[src/rtl/uart_tx_feeder.sv]
// uart_tx_feeder: byte FIFO and launch controller in front of the UART sender.
// Bytes written on the bus are queued and handed to the sender one at a time,
// using the sender's busy flag as the handshake so software never has to poll.
//
// State table
//   SETTLE    | after reset, wait for a frame still in flight in the sender to end
//   IDLE      | pop the head byte into tx_data when the FIFO is not empty
//   LAUNCH    | raise tx_en, clear the busy timeout counter
//   WAIT_BUSY | hold tx_en until the sender reports busy, or give up on timeout
//   RETRY     | tx_en low before relaunching the same byte
//   WAIT_DONE | frame in progress, wait for the sender to go idle
//   GAP       | two low cycles so the sender sees tx_en low before the next launch
//
// Ports
//   uart_clk   clock shared with the sender
//   reset      asynchronous active-low reset
//   wr_data    byte to enqueue
//   wr_en      one-cycle write strobe
//   tx_status  sender busy flag (1 = busy)
//   tx_data    byte presented to the sender, stable for the whole frame
//   tx_en      launch request to the sender
//   full       FIFO holds DEPTH bytes
//   empty      FIFO holds no bytes
//   count      FIFO occupancy, 0..DEPTH
//   overflow   sticky flag: a write was dropped
//   busy       a byte is being sent or the FIFO holds bytes

module uart_tx_feeder #(
    parameter int DEPTH        = 16,
    parameter int AW           = 4,
    parameter int BUSY_TIMEOUT = 15
) (
    input  logic          uart_clk,
    input  logic          reset,
    input  logic [7:0]    wr_data,
    input  logic          wr_en,
    input  logic          tx_status,
    output logic [7:0]    tx_data,
    output logic          tx_en,
    output logic          full,
    output logic          empty,
    output logic [AW:0]   count,
    output logic          overflow,
    output logic          busy
);

    typedef enum logic [2:0] {
        SETTLE,
        IDLE,
        LAUNCH,
        WAIT_BUSY,
        RETRY,
        WAIT_DONE,
        GAP
    } state_t;

    localparam logic [AW:0]   CNT_FULL = (AW+1)'(DEPTH);
    localparam logic [AW:0]   CNT_ONE  = (AW+1)'(1);
    localparam logic [AW-1:0] PTR_ONE  = AW'(1);
    localparam logic [7:0]    TMO      = 8'(BUSY_TIMEOUT);

    state_t        state, state_nxt;
    logic [7:0]    mem [DEPTH];
    logic [AW-1:0] rd_ptr, wr_ptr;
    logic [7:0]    tmo_cnt, tmo_cnt_nxt;
    logic          gap_cnt, gap_cnt_nxt;
    logic          tx_en_nxt;
    logic [7:0]    tx_data_nxt;
    logic          pop, push;

    assign full  = (count == CNT_FULL);
    assign empty = (count == '0);
    // A full FIFO can still take a write when the head leaves in the same cycle.
    assign push  = wr_en && (!full || pop);
    // SETTLE only waits on a frame this block did not launch, so it is not busy.
    assign busy  = !empty || (state != IDLE && state != SETTLE);

    always_ff @(posedge uart_clk) begin
        if (push) begin
            mem[wr_ptr] <= wr_data;
        end
    end

    always_ff @(posedge uart_clk or negedge reset) begin
        if (!reset) begin
            rd_ptr   <= '0;
            wr_ptr   <= '0;
            count    <= '0;
            overflow <= 1'b0;
        end else begin
            if (push) begin
                wr_ptr <= wr_ptr + PTR_ONE;
            end
            if (pop) begin
                rd_ptr <= rd_ptr + PTR_ONE;
            end
            if (push && !pop) begin
                count <= count + CNT_ONE;
            end else if (pop && !push) begin
                count <= count - CNT_ONE;
            end
            if (wr_en && !push) begin
                overflow <= 1'b1;
            end
        end
    end

    always_ff @(posedge uart_clk or negedge reset) begin
        if (!reset) begin
            state   <= SETTLE;
            tx_en   <= 1'b0;
            tx_data <= 8'h00;
            tmo_cnt <= '0;
            gap_cnt <= 1'b0;
        end else begin
            state   <= state_nxt;
            tx_en   <= tx_en_nxt;
            tx_data <= tx_data_nxt;
            tmo_cnt <= tmo_cnt_nxt;
            gap_cnt <= gap_cnt_nxt;
        end
    end

    always_comb begin
        state_nxt   = state;
        tx_en_nxt   = tx_en;
        tx_data_nxt = tx_data;
        tmo_cnt_nxt = tmo_cnt;
        gap_cnt_nxt = gap_cnt;
        pop         = 1'b0;
        case (state)
            SETTLE: begin
                if (!tx_status) begin
                    state_nxt = IDLE;
                end
            end
            IDLE: begin
                if (!empty) begin
                    pop         = 1'b1;
                    tx_data_nxt = mem[rd_ptr];
                    state_nxt   = LAUNCH;
                end
            end
            LAUNCH: begin
                tx_en_nxt   = 1'b1;
                tmo_cnt_nxt = '0;
                state_nxt   = WAIT_BUSY;
            end
            WAIT_BUSY: begin
                tmo_cnt_nxt = tmo_cnt + 8'd1;
                if (tx_status) begin
                    tx_en_nxt = 1'b0;
                    state_nxt = WAIT_DONE;
                end else if (tmo_cnt_nxt == TMO) begin
                    // tx_data is left alone so the same byte is relaunched.
                    tx_en_nxt = 1'b0;
                    state_nxt = RETRY;
                end
            end
            RETRY: begin
                // Together with the LAUNCH cycle this gives two low cycles.
                state_nxt = LAUNCH;
            end
            WAIT_DONE: begin
                if (!tx_status) begin
                    gap_cnt_nxt = 1'b0;
                    state_nxt   = GAP;
                end
            end
            GAP: begin
                if (gap_cnt) begin
                    state_nxt = IDLE;
                end else begin
                    gap_cnt_nxt = 1'b1;
                end
            end
            default: begin
                state_nxt = SETTLE;
            end
        endcase
    end

endmodule

[config.mk]
export PLATFORM = sky130hd
export DESIGN_NAME = uart_tx_feeder
export DESIGN_NICKNAME = d
export VERILOG_FILES = /design/src/rtl/uart_tx_feeder.sv
export SDC_FILE = /design/constraint.sdc
export NUM_CORES = 1
export LEC_CHECK = 0
export CAP_MARGIN = 40
export CORE_MARGIN = 2
export CORE_UTILIZATION = 35
export DETAILED_ROUTE_END_ITERATION = 8
export DONT_BUFFER_PORTS = 1
export PLACE_DENSITY = 0.48
export SYNTH_ARGS = -nofsm -noshare
export SYNTH_HDL_FRONTEND = slang
export SYNTH_SLANG_ARGS = --single-unit
[constraint.sdc]
create_clock -name uart_clk -period 8 [get_ports uart_clk]
set_input_delay 0.4 -clock uart_clk [delete_from_list [all_inputs] [get_ports uart_clk]]
set_output_delay 0.4 -clock uart_clk [all_outputs]
set_load 0.01 [all_outputs]
# After elaboration in Yosys (flattened, before gate mapping)
# Memories as Yosys holds them, arrays and structs flattened. A register that Yosys moved wholly into a read port is not among the register bits.
# Cells that the tools add are included.
totals:
  ramBits: 128
  in_bits: 12
  memories: 1
  regBits: 27
  elab_cells: 70
classes:
  bitwise_logic: 1
  n_eq_ne: 14
  reduce_logical: 22
  mux: 19
  addsub: 5
memory_table:
  columns: ["name", "depth", "width", "rd", "rd_clocked_by_memory_dff", "write_ports", "line", "rtl"]
  rows:
  - ["mem", 16, 8, 1, 1, 1, "63", "logic [7:0] mem [DEPTH];"]
ops:
  columns: ["cell", "n"]
  rows:
  - ["$pmux 3 s7", 1]
  - ["$mux 3", 6]
  - ["$pmux 8 s2", 1]
  - ["$mux 5", 2]
  - ["$eq 3x3->1 const B", 3]
  - ["$add 4x1->4 const B", 2]
  - ["$add 8x1->8 const B", 1]
  - ["$eq 8x4->1 const B", 1]
  - ["$ne 2x2->1 const B", 4]
  - ["$mux 1", 7]
  - ["$eq 3x2->1 const B", 2]
  - ["$reduce_and 2->1", 3]
  - ["$reduce_bool 2->1", 3]
  - ["$add 5x1->5 const B", 1]
  - ["$eq 5x5->1 const B", 1]
  - ["$logic_and 1x1->1", 5]
  - ["$logic_not 1->1", 5]
  - ["$logic_not 5->1", 1]
  - ["$reduce_and 5->1", 1]
  - ["$sub 5x1->5 const B", 1]
  - ["$pmux 1 s2", 2]
  - ["$eq 3x1->1 const B", 1]
  - ["$logic_not 3->1", 1]
  - ["$ne 3x1->1 const B", 1]
  - ["4 further kinds", 5]

# Depth between registers and ports, before layout
logic_depth:
  word_depth: 9
  mapped_depth: 14

# Least setup slack after synthesis
# No wires, ideal clock.
synth_path:
  kind: "register to register"
  start: "reg count[1]"
  end: "reg count[4]"
  required_ns: 7.873
  t_arrival_ns: 2.596
  path_stages_with_launch: 14
  period_less_slack_ns: 2.723
  slack_ns: 5.277
  setup_time_ns: 0.127
  n_path_buf: 1
  path_cell_list: "dfrtp_1 > nor4_2 > and2b_4 > nor2_1 > inv_1 > buf_2 > ha_1 > inv_1 > fa_1 > a21o_1 > a21oi_1 > xnor2_1 > nor2_1 > xor2_1"
synth_between:
  elab_chain_cells: 8
  elab_cells_between_ends: 16
synth_lines:
  columns: ["item", "line", "rtl"]
  rows:
  - ["start: declaration", "42", "output logic [AW:0] count,"]
  - ["start signal: assignment", "98", "count <= count + CNT_ONE;"]
  - ["start signal: assignment", "100", "count <= count - CNT_ONE;"]
  - ["$logic_not 5->1 *", "72", "assign empty = (count == '0);"]
  - ["net empty", "41", "output logic empty,"]
  - ["$mux 1 *", "138", "if (!empty) begin"]
  - ["$mux 1 *", "131", "case (state)"]
  - ["$logic_or 1x1->1", "74", "assign push = wr_en && (!full || pop);"]
  - ["$logic_and 1x1->1", "74", null]
  - ["$logic_not 1->1", "99", "end else if (pop && !push) begin"]
  - ["$logic_and 1x1->1", "99", null]
  - ["$reduce_bool 2->1 (no line)", null, null]
# The timed path passes the listed nets; every way through them passes the cells marked *. The select of a mux whose other input is x is not followed.
# A chain may end at the register's enable or synchronous reset.

# Final worst setup path
# Same ends and word-level chain as after synthesis.

==> flow_summary.toml <==
[status]
status = "completed"

[global_route]
grt_pass1_wl_um = 21300
antenna_found_initial = 0
grt.overflow.total = 0
grt_pass1_vias = 3508
grt_max_degree = 36
busiest_layer = "met2"
use_met2_pct = 24.5
grtUsageMet1_pct = 18.1
grt_use_met3_pct = 4.04
grt.total_usage_pct = 14.5

[timing]
timing.hold.ws_ps = 63.4
max_freq_mhz = 321
fin_crit_ps = 3120
clock_skew_ps = 12.9
tns_ps = 0
hold_violations = 0
setup_viol = 0
rsz0062_at_grt = "no"
fin_crit_sh_pct = 39.0
tightest_slew_ps = 590
relSlewSlack_pct = 60.7
slew_violations = 0

[worst_setup_path]
cp-start-kind = "register"
path_class = "reg2reg"
ff2ff_path_depth = 12
cp_data_arrival_time_ps = 3420
endpoint_kind = "register"
worst_ep_required_time_ps = 8300
crit_fanout = 11

[synthesis]
netlist.area_leader.share_pct = 55.9
yosys-top-cells-count = "edfxtp_1 (128), dfrtp_1 (35), nand2_1 (34)"
ys_ff_latch = 163
yosysTopAreaCell = "edfxtp_1"
synth_edf_count = 128
syn_area_mm2 = 0.00688
ys_seq_area_share_pct = 68.6
synthDistinctLibCells = 52
netlist_instances = 399
syn_avg_cell_area_um2 = 17.2
synth_area_leaders = "edfxtp_1 (56%), dfrtp_1 (13%), mux4_2 (7.5%), mux4_1 (3.4%), mux2i_1 (2.6%)"
yosysWarnings = 0
synth_nets = 423
synthArstFlopShare_pct = 21.5
synth_top_flop_cell = "edfxtp_1"
yosysMostFrequentCell = "edfxtp_1"

[layout]
area_growth_pct = 12.7
multi_input_area_mm2 = 0.00199
drive_above_1_share_pct = 17.5
num_antenna_cells = 0
fill_cells = 1792
nets = 433
finish.instance_area_mm2 = 0.00775
seq_area_mm2 = 0.00472

[floorplanning]
die_area_mm2 = 0.0208
rows = 51
core-area_mm2 = 0.0194
io_pins = 30
die_h_um = 144
start_util_pct = 35.5
die_width_um = 144

[placement]
io_buffers = 0
gp_congestion = 0.735
dpl_cell_area_mm2 = 0.00715
hpwl_um = 9050

[clocking]
cts-resized-gates = 0
cts-root-buf = "clkbuf_16"
cts_buffers = 17
h-tree-depth = 4
path_clk_slew_ps = 70
post_cts_buffers = 0
cts_tree = "built"
cts_sinks = 163
clock_latency_ps = 420
cts.path.max_buffers = 2

[routing]
drtIter0Drc = 233
drc = 0
wirelength_um = 13900
drt_pre_antenna_iters = 4
vias_per_cell = 4.98
wl_per_cell_um = 20.2
ant_nets = 0
vias = 3423

[power]
p_total_w = 0.00278
p_per_area_mw_per_mm2 = 359
p_leak_nw = 2.69
vdd_drop_max_uv = 156

[job]
max_cap_viol_count = 0

[hold_path]
hp-class = "in2reg"
hold_depth = 0
[per-stage QoR]
step,utilization [%],setup WS (ps),cells
finish,40.0,4880,687
global route,40.0,4610,687
CTS,40.0,4870,687
detailed placement,36.9,4880,653
global placement,36.6,4910,648
floorplan,-,5280,399
[kinds of logic after synthesis]
logic type	share of synthesized area [%]
xor+xnor	1.53
flops	68.6
fa+ha+maj	2.44
mux	13.7
compound gates	4.78
buf+inv	2.44
simple gates	6.49
[registers in the layout (all words and copies together), names as in the netlist, 3 cells and up]
name and cells:
tx_data 8, tmo_cnt 8, mem 128, wr_ptr 4, rd_ptr 4, count 5, state 3
[power breakdown]
| group | internal, W | switching, W |
|---|---|---|
| registers | 0.00107 | 0.000169 |
| logic | 0.000364 | 0.000397 |
| clock network | 0.000438 | 0.000347 |
| total | 0.00187 | 0.000913 |
[cell type report]
type / instances / share of cell area (%)
Tap cell: 265 / 4.28
Sequential cell: 163 / 60.9
Inverter: 11 / 0.533
Clock buffer: 18 / 5.53
Clock inverter: 14 / 1.81
Timing Repair Buffer: 9 / 1.23
Multi-Input combinational cell: 207 / 25.7
[path summary, 6_finish.rpt]
path                                           start  slack (ps)                     end
worst min register to register  overflow$_DFFE_PN0P_         540    overflow$_DFFE_PN0P_
worst min-delay path                      wr_data[4]          60     mem[1][4]$_DFFE_PP_
max in group asynchronous                      reset        7340  tx_data[0]$_DFFE_PN0P_
worst max register to register  count[1]$_DFFE_PN0P_        4880    count[4]$_DFFE_PN0P_
worst max-delay path            count[1]$_DFFE_PN0P_        4880    count[4]$_DFFE_PN0P_
min in group asynchronous                      reset         430  tmo_cnt[1]$_DFFE_PN0P_
[what timing repair did]
item | in CTS | in global routing
endpoints found under the setup margin | 0 | 0
hold endpoints to repair | 35 | 0
hold buffers | 2 | 0
[layout by cell type, fill, tap and decap left out, types with 2 or more instances in the layout]
| master | n |
|---|---|
| nand2b_1 | 2 |
| buf_12 | 2 |
| o221ai_1 | 8 |
| nand4_1 | 3 |
| mux2i_1 | 18 |
| mux4_2 | 23 |
| a31oi_1 | 3 |
| a32oi_1 | 2 |
| dfrtp_1 | 33 |
| buf_4 | 6 |
| a21oi_1 | 7 |
| nand3b_1 | 2 |
| xor2_1 | 3 |
| edfxtp_1 | 128 |
| mux4_1 | 9 |
| nor3_1 | 2 |
| dfrtp_2 | 2 |
| nand2_1 | 34 |
| ha_1 | 11 |
| inv_6 | 5 |
| a21o_1 | 2 |
| inv_8 | 3 |
| o31ai_1 | 5 |
| nor2_1 | 14 |
| nand3_1 | 3 |
| clkbuf_16 | 17 |
| and2_1 | 12 |
| xnor2_1 | 9 |
| inv_1 | 11 |
| clkinvlp_4 | 2 |
| and4_1 | 2 |
| o21ai_0 | 10 |
[metal layers]
layer | vias to the layer above | part of all wire (%)
li1 | 1584 | -
met3 | 10 | 3.4
met1 | 1779 | 44
met4 | 0 | 1.0
met5 | - | 0
met2 | 50 | 51
[worst max-delay path: stages, from the launching register on]
cell,delay [ps]
dfrtp_1,470
nor4_2,360
and2b_4,250
nor2_1,100
inv_1,350
ha_1,270
inv_1,100
fa_1,410
a21o_1,180
a21oi_1,170
xnor2_1,130
nor2_1,60
xor2_1,140
(Power assumes the default switching activity.)
